===== config.mk =====
export PLATFORM = sky130hd
export DESIGN_NAME = dac_spi_master
export DESIGN_NICKNAME = d
export VERILOG_FILES = /design/src/rtl/dac_spi_master.sv
export SDC_FILE = /design/constraint.sdc
export NUM_CORES = 1
export LEC_CHECK = 0
export ABC_AREA = 1
export CORE_MARGIN = 10
export CORE_UTILIZATION = 54
export CTS_BUF_LIST = sky130_fd_sc_hd__clkbuf_4
export DETAILED_ROUTE_END_ITERATION = 6
export PLACE_DENSITY = 0.77
export SLEW_MARGIN = 40
export SYNTH_ARGS = -nofsm -noshare
export SYNTH_HDL_FRONTEND = slang
export SYNTH_SLANG_ARGS = --single-unit

===== constraint.sdc =====
create_clock -name clk -period 2.65 [get_ports clk]
set_input_delay 0.795 -clock clk [delete_from_list [all_inputs] [get_ports clk]]
set_output_delay 0.795 -clock clk [all_outputs]
set_load 0.01 [all_outputs]

===== src/rtl/dac_spi_master.sv =====
// dac_spi_master
//   SPI initiator for the dual-channel serial DAC. Each accepted sample is
//   sent as one 24-bit frame, MSB first: an 8-bit control byte
//   {4'b0000, 3'b000, chan} followed by the 16-bit sample. SCK idles low and
//   the DAC samples SDO on SCK rising edges. Every output is registered.
//
//   Optional build macro: DAC_SPI_TWOS_COMP_EN
//     defined   - data is two's complement; the MSB is inverted to produce
//                 the DAC's offset-binary code.
//     undefined - data is sent unmodified.
//
// Parameters
//   CLK_DIV  clk cycles per SCK half-period (1..255); SCK = clk/(2*CLK_DIV)
//
// Ports
//   clk     in   system clock, rising edge
//   reset_  in   asynchronous active-low reset
//   start   in   send request, taken only while ready is high
//   chan    in   DAC channel (0 = A, 1 = B)
//   data    in   16-bit sample
//   ready   out  idle and able to accept start
//   done    out  one-cycle pulse in the cycle CS_ rises at frame end
//   SCK     out  serial clock to the DAC
//   SDO     out  serial data to the DAC SDI pin
//   CS_     out  active-low chip select
module dac_spi_master #(
    parameter int unsigned CLK_DIV = 4
) (
    input  logic        clk,
    input  logic        reset_,
    input  logic        start,
    input  logic        chan,
    input  logic [15:0] data,
    output logic        ready,
    output logic        done,
    output logic        SCK,
    output logic        SDO,
    output logic        CS_
);

    typedef enum logic [2:0] {
        IDLE,
        SETUP,
        SCK_HI,
        SCK_LO,
        HOLD,
        GAP
    } state_t;

    localparam logic [7:0] HP_LAST    = 8'(CLK_DIV - 1);
    localparam logic [4:0] FRAME_BITS = 5'd24;

    state_t      state_q,   state_d;
    logic [7:0]  hp_cnt_q,  hp_cnt_d;
    logic [4:0]  bit_cnt_q, bit_cnt_d;
    logic [23:0] shift_q,   shift_d;
    logic        sck_q,     sck_d;
    logic        sdo_q,     sdo_d;
    logic        cs_n_q,    cs_n_d;
    logic        ready_q,   ready_d;
    logic        done_q,    done_d;

    logic [15:0] data_tx;
    logic [23:0] frame;
    logic        hp_last;

`ifdef DAC_SPI_TWOS_COMP_EN
    assign data_tx = {~data[15], data[14:0]};
`else
    assign data_tx = data;
`endif

    assign frame   = {4'b0000, 3'b000, chan, data_tx};
    assign hp_last = (hp_cnt_q == HP_LAST);

    always_comb begin
        state_d   = state_q;
        hp_cnt_d  = hp_cnt_q + 8'd1;
        bit_cnt_d = bit_cnt_q;
        shift_d   = shift_q;
        sck_d     = sck_q;
        sdo_d     = sdo_q;
        cs_n_d    = cs_n_q;
        ready_d   = ready_q;
        done_d    = 1'b0;

        case (state_q)
            IDLE: begin
                hp_cnt_d  = '0;
                bit_cnt_d = '0;
                if (start && ready_q) begin
                    shift_d = frame;
                    sdo_d   = frame[23];
                    cs_n_d  = 1'b0;
                    ready_d = 1'b0;
                    state_d = SETUP;
                end
            end
            SETUP: begin
                if (hp_last) begin
                    hp_cnt_d = '0;
                    sck_d    = 1'b1;
                    state_d  = SCK_HI;
                end
            end
            SCK_HI: begin
                // Data advances on the falling edge; zeros shift in behind,
                // so SDO is already 0 once the last bit has been clocked.
                if (hp_last) begin
                    hp_cnt_d  = '0;
                    sck_d     = 1'b0;
                    shift_d   = shift_q << 1;
                    sdo_d     = shift_q[22];
                    bit_cnt_d = bit_cnt_q + 5'd1;
                    state_d   = SCK_LO;
                end
            end
            SCK_LO: begin
                if (hp_last) begin
                    hp_cnt_d = '0;
                    if (bit_cnt_q == FRAME_BITS) begin
                        state_d = HOLD;
                    end else begin
                        sck_d   = 1'b1;
                        state_d = SCK_HI;
                    end
                end
            end
            HOLD: begin
                if (hp_last) begin
                    hp_cnt_d = '0;
                    cs_n_d   = 1'b1;
                    done_d   = 1'b1;
                    state_d  = GAP;
                end
            end
            GAP: begin
                if (hp_last) begin
                    hp_cnt_d = '0;
                    ready_d  = 1'b1;
                    state_d  = IDLE;
                end
            end
            default: begin
                hp_cnt_d = '0;
                state_d  = IDLE;
            end
        endcase
    end

    always_ff @(posedge clk or negedge reset_) begin
        if (!reset_) begin
            state_q   <= IDLE;
            hp_cnt_q  <= '0;
            bit_cnt_q <= '0;
            shift_q   <= '0;
            sck_q     <= 1'b0;
            sdo_q     <= 1'b0;
            cs_n_q    <= 1'b1;
            ready_q   <= 1'b1;
            done_q    <= 1'b0;
        end else begin
            state_q   <= state_d;
            hp_cnt_q  <= hp_cnt_d;
            bit_cnt_q <= bit_cnt_d;
            shift_q   <= shift_d;
            sck_q     <= sck_d;
            sdo_q     <= sdo_d;
            cs_n_q    <= cs_n_d;
            ready_q   <= ready_d;
            done_q    <= done_d;
        end
    end

    assign ready = ready_q;
    assign done  = done_q;
    assign SCK   = sck_q;
    assign SDO   = sdo_q;
    assign CS_   = cs_n_q;

endmodule

==> results of run 1 <==
-- sequential cells by signal (all words and copies together) (netlist names) --
signal,flops
SDO,1
done,1
ready,1
hp_cnt_q,8
shift_q,23
state_q,3
bit_cnt_q,5
SCK,1
CS_,1
-- worst paths after layout --
path / from / to / cells past startpoint
worst max register to register: hp_cnt_q[0]$_DFF_PN0_ / shift_q[14]$_DFFE_PN0P_ / 9
max in group asynchronous: reset_ / CS_$_DFFE_PN1P_ / 2
worst min-delay path: CS_$_DFFE_PN1P_ / CS_$_DFFE_PN1P_ / 2
min in group asynchronous: reset_ / hp_cnt_q[7]$_DFF_PN0_ / 2
worst min register to register: CS_$_DFFE_PN1P_ / CS_$_DFFE_PN1P_ / 2
worst max-delay path: ready$_DFFE_PN1P_ / ready / 1
-- per-layer routing --
metal / global-route usage, % / part of all wire (%) / vias up
li1: - / - / 993
met1: 17.9 / 48 / 890
met2: 20.2 / 47 / 42
met3: 4.30 / 4.3 / 2
met4: 4.04 / 0.41 / 0
met5: 0 / 0 / -
-- metrics by stage --
| step | utilization [%] | cell area [µm²] | setup WS [ns] | hold WS [ns] |
|---|---|---|---|---|
| 2_1_floorplan | - | 2300 | 1.21 | 0.431 |
| 3_3_place_gp | 62.1 | 2520 | 0.609 | 0.447 |
| 3_5_place_dp | 62.1 | 2520 | 0.573 | 0.455 |
| 4_1_cts | 64.1 | 2600 | 0.383 | 0.472 |
| 5_1_grt | 64.1 | 2600 | 0.339 | 0.501 |
| 6_report | 64.1 | 2600 | 0.413 | 0.470 |
-- placed cells by master, fill, tap and decap left out, drive strengths merged --
cell / n
nand3: 30
dfstp: 2
nand2: 142
clkbuf: 6
nor2: 20
inv: 21
o21ai: 4
ha: 3
clkdlybuf4s50: 23
a21oi: 1
nor3b: 2
bufinv: 1
dfrtp: 42
clkinv: 1
nor3: 5
buf: 2
a31oi: 1
o211ai: 1
nand4: 10
xor2: 5
-- worst reg2reg max path, delay by kind of cell (launching register included) --
family        cells  cell delay (ns)
simple gates      7             1.10
flops             1             0.41
fa+ha+maj         1             0.25
buf+inv           1             0.20
-- cell type report --
cell class / count / area share, %
timing repair buffer: 25 / 9.33
inverter: 21 / 3.13
clock inverter: 2 / 1.35
clock buffer: 6 / 1.73
tap: 50 / 2.41
multi-input combinational: 224 / 39.6
sequential: 44 / 42.4
-- power by group through the flow --
| stage | combinational, mW | clock (mW) | sequential [mW] |
|---|---|---|---|
| 4_1_cts | 0.829 | 0.433 | 1.08 |
| 3_3_place_gp | 0.801 | 0 | 1.09 |
| 5_1_grt | 0.950 | 0.467 | 1.12 |
| 6_report | 0.816 | 0.421 | 1.08 |
| 3_5_place_dp | 0.828 | 0 | 1.09 |
| 2_1_floorplan | 0.670 | 0 | 1.05 |
-- logic make-up (layout without fill, tap and decap cells) --
logic type	count (synthesis)	in the layout	synth area share [%]
flip-flops	44	44	47.9
adder cells (fa/ha/maj)	3	3	1.63
AND/OR/NAND/NOR	209	209	39.5
XOR/XNOR	5	5	1.90
buffers and inverters	32	54	7.33
AO/OA/AOI/OAI	7	7	1.68
==> impl_metrics.tcl, run 1 <==
set metrics [dict create \
    hpwl_mm 3.12 \
    die_area_um2 7280 \
    required_ns 1.86 \
    rsz0062_at_grt "no" \
    dr.pass1.iters 4 \
    synth.distinct_cells 25 \
    ys_seq_elements 44 \
    p_leak_nw 1.40 \
    pwr-share-comb_pct 35.1 \
    drt_iter0_markers 146 \
    start_util_pct 56.8 \
    crit_chain "clkdlybuf4s50_1" \
    power_mw 2.32 \
    synth_top_area_share_pct 45.6 \
    placed_cells 364 \
    dominantRegCellSynth "dfrtp_1" \
    cpPeakStageDelay_ns 0.56 \
    drtAntennaViolNets 0 \
    power.internal_mw 1.42 \
    remaining_drc_errors 0 \
    io_pins 25 \
    final_nets 344 \
    ys_top_cells_by_count "nand2_1, dfrtp_1, nand3_1, nor2_1, inv_1" \
    setup_tns_ns 0 \
    clock-skew-final_ns 0.0114 \
    antenna_found_initial 0 \
    outcome "finished, final reports clean" \
    max-cap-violations 0 \
    synth-seq-area-share_pct 47.9 \
    critPathMaxFanout 3 \
    synth_most_common_cell "nand2_1" \
    cts_sinks 44 \
    slew_headroom_pct 63.2 \
    multiInputGateArea_um2 1030 \
    max_freq_ghz 0.447 \
    crit_buf_inv 1 \
    viasPerCell 5.18 \
    startpoint_type "flop" \
    syn_inst 300 \
    grtUsageTotal_pct 13.4 \
    die_x_um 85.3 \
    tightest_slew_ns 0.552 \
    finalCritPeriodShare_pct 84.4 \
    grt.overflow.total 0 \
    io_buffers 24 \
    path_delay_family "flip-flops" \
    netlist_top_cells_area "dfrtp_1, nand2_1, nand3_1" \
    n_fill_cell 350 \
    swShare_pct 38.6 \
    die_h_um 85.3 \
    syn_area_um2 2300 \
    vdd_drop_max_uv 475 \
    syn2layout_area_growth_pct 12.9 \
    cts_post_setup_buffers_inserted 0 \
    seq_area_um2 1100 \
    num_rows 23 \
    p_switching_uw 897 \
    fin_cells 372 \
    syn_area_per_cell_um2 7.68 \
    p_clk_share_pct 18.2 \
    syn_nets 323 \
    routed_wl_mm 4.62 \
    path_class "reg -> out" \
    p_per_area_nw_per_um2 892 \
    cts-root-buf "clkbuf_4" \
    arrival_ns 1.44 \
    hold_path_class "reg -> reg" \
    cts_tree "built" \
    ys_async_sr_fraction_pct 100 \
    hold_buffers 0 \
    regToRegSetupSlack_ns 0.60 \
    grt_pass1_vias 1794 \
    seqPwrFrac_pct 46.7 \
    worst_path_max_delay_cell "dfstp_2" \
    grt_first_pass_wirelength_mm 8.21 \
    drive_gt1_share_pct 7.45 \
    gp_congestion 0.863 \
    setup_viol 0 \
    grt_max_degree 45 \
    antennaDiodeCount 0 \
    worst_setup_path_end_kind "output pin" \
    cts.path.max_buffers 2 \
    post_cts_resized 0 \
    cts_buffers 5 \
    hold_viol_final 0 \
    cts_max_level 2 \
    synth.largest_area_cell "dfrtp_1" \
    clock_latency_ns 0.35 \
    period_needed_ns 2.24 \
    cts.clk_slew.worst_paths_ns 0.12 \
    core_um2 4060 \
    synth_edf_count 0 \
    num_vias 1927 \
    wl_per_cell_um 12.4 \
    ys_warn_count 0 \
    slew_viol_final 0 \
]
Power figures use the tool's default switching activity.
==> run 2, diff against run 1 <==
Settings changed: CORE_UTILIZATION 54 to 53, PLACE_DENSITY 0.77 to 0.79.
Clock period 2.65 ns to 1.8 ns, I/O delays scaled along.
==> impl_metrics.tcl, run 2 (synthesis results as in run 1) <==
set metrics [dict create \
    viasPerCell 5.09 \
    grt_max_degree 45 \
    worst_setup_path_end_kind "output pin" \
    drt_iter0_markers 173 \
    arrival_ns 1.17 \
    max_freq_ghz 0.585 \
    worst_path_max_delay_cell "dfstp_2" \
    period_needed_ns 1.71 \
    multiInputGateArea_um2 1030 \
    drive_gt1_share_pct 9.70 \
    critPathMaxFanout 3 \
    worstReg2RegEnd "shift_q[16]$_DFFE_PN0P_" \
    rsz0062_at_grt "no" \
    antennaDiodeCount 0 \
    hold_viol_final 0 \
    grt_pass1_vias 1898 \
    cts_sinks 44 \
    grt.overflow.total 0 \
    p_leak_nw 1.49 \
    regToRegSetupSlack_ns 0.17 \
    path_class "reg -> out" \
    die_area_um2 7380 \
    hold_path_class "in -> async" \
    crit_chain "dlygate4sd2_1" \
    num_vias 1934 \
    startpoint_type "flop" \
    reg2regPathDepth 9 \
    cts_max_level 2 \
    r2r-start "hp_cnt_q[0]$_DFF_PN0_" \
    grt_first_pass_wirelength_mm 8.31 \
    largest_reg_flops 23 \
    tightest_slew_ns 0.330 \
    crit_buf_inv 1 \
    setup_tns_ns 0 \
    antenna_found_initial 0 \
    max-cap-violations 0 \
    cts_tree "built" \
    hold_buffers 0 \
    layout_commonest_cell "nand2_1" \
    final_nets 352 \
    outcome "finished, final reports clean" \
    grtUsageTotal_pct 13.4 \
    post-route-util_pct 65.5 \
    wl_per_cell_um 12.3 \
    die_h_um 85.9 \
    cpPeakStageDelay_ns 0.56 \
    remaining_drc_errors 0 \
    routed_wl_mm 4.67 \
    layout_common_cells "nand2_1, dfrtp_1, nand3_1" \
    syn2layout_area_growth_pct 17.1 \
    drtAntennaViolNets 0 \
    vdd_drop_max_uv 640 \
    clock-skew-final_ns 0.00731 \
    n_fill_cell 347 \
    start_util_pct 56.0 \
    clock_latency_ns 0.35 \
    p_per_area_nw_per_um2 1300 \
    hpwl_mm 3.30 \
    finalCritPeriodShare_pct 94.9 \
    gp_congestion 0.850 \
    seq_area_um2 1100 \
    core_um2 4120 \
    io_pins 25 \
    cts.clk_slew.worst_paths_ns 0.13 \
    cts.path.max_buffers 2 \
    setup_viol 0 \
    die_x_um 85.9 \
    slew_headroom_pct 77.8 \
    required_ns 1.26 \
    cts-root-buf "clkbuf_4" \
    cts_buffers 5 \
    path_delay_family "flip-flops" \
    top_register "shift_q" \
    io_buffers 24 \
    slew_viol_final 0 \
    largest_registers "shift_q x23, hp_cnt_q x8, bit_cnt_q x5" \
    num_rows 23 \
    path_depth 1 \
    dr.pass1.iters 4 \
]
## run 2: cell count changes in the layout (fill, tap and decap cells not counted)
| cell | before | now |
|---|---|---|
| dlymetal6s2s_1 | 0 | 1 |
| buf_12 | 0 | 3 |
| clkdlybuf4s50_1 | 23 | 18 |
| buf_4 | 1 | 6 |
| dlygate4sd2_1 | 0 | 4 |
## run 2: final cells by class
type	count	area share, %
Inverter	21	3.02
Sequential cell	44	40.9
Tap cell	50	2.32
Timing Repair Buffer	33	12.5
Clock inverter	2	1.30
Multi-Input combinational cell	224	38.2
Clock buffer	6	1.67
## run 2: through the flow
step                      cells  hold WS, ns  setup WS [ns]  instance area (µm²)  total power, mW
final                       380        0.137         0.0912                 2700             3.49
after global routing        380        0.133         0.0214                 2700             3.82
after floorplan             300        0.244          0.422                 2300             2.53
after detailed placement    372        0.454         0.0991                 2620             2.93
after global placement      372        0.451          0.100                 2620             2.88
after CTS                   380        0.138         0.0262                 2690             3.53
## run 2: repair_timing
action / 4_1_cts / 5_1_grt
resized for setup: 4 / 1
setup endpoints to repair: 4 / 1
pin swaps: 0 / 0
buffers inserted: 0 / 0
## run 2: how the worst max path moves through the flow
stage,start,endpoint
final,ready$_DFFE_PN1P_,ready
after global routing,hp_cnt_q[0]$_DFF_PN0_,shift_q[16]$_DFFE_PN0P_
after CTS,done$_DFF_PN0_,done
after detailed placement,start,shift_q[16]$_DFFE_PN0P_
after global placement,start,shift_q[16]$_DFFE_PN0P_
after floorplan,hp_cnt_q[0]$_DFF_PN0_,shift_q[5]$_DFFE_PN0P_
## run 2: routing by layer
metal	GRT usage [%]	share of wire, %	vias to the layer above
li1	-	-	1008
met1	16.9	48	885
met2	21.5	46	33
met3	3.22	4.0	8
met4	5.09	1.4	0
met5	0	0	-
## run 2: report_power, final
group          switching [mW]  internal (mW)  total (mW)
registers               0.224           1.34        1.56
clock network           0.310          0.306       0.616
logic                   0.799          0.515        1.31
total                    1.33           2.16        3.49
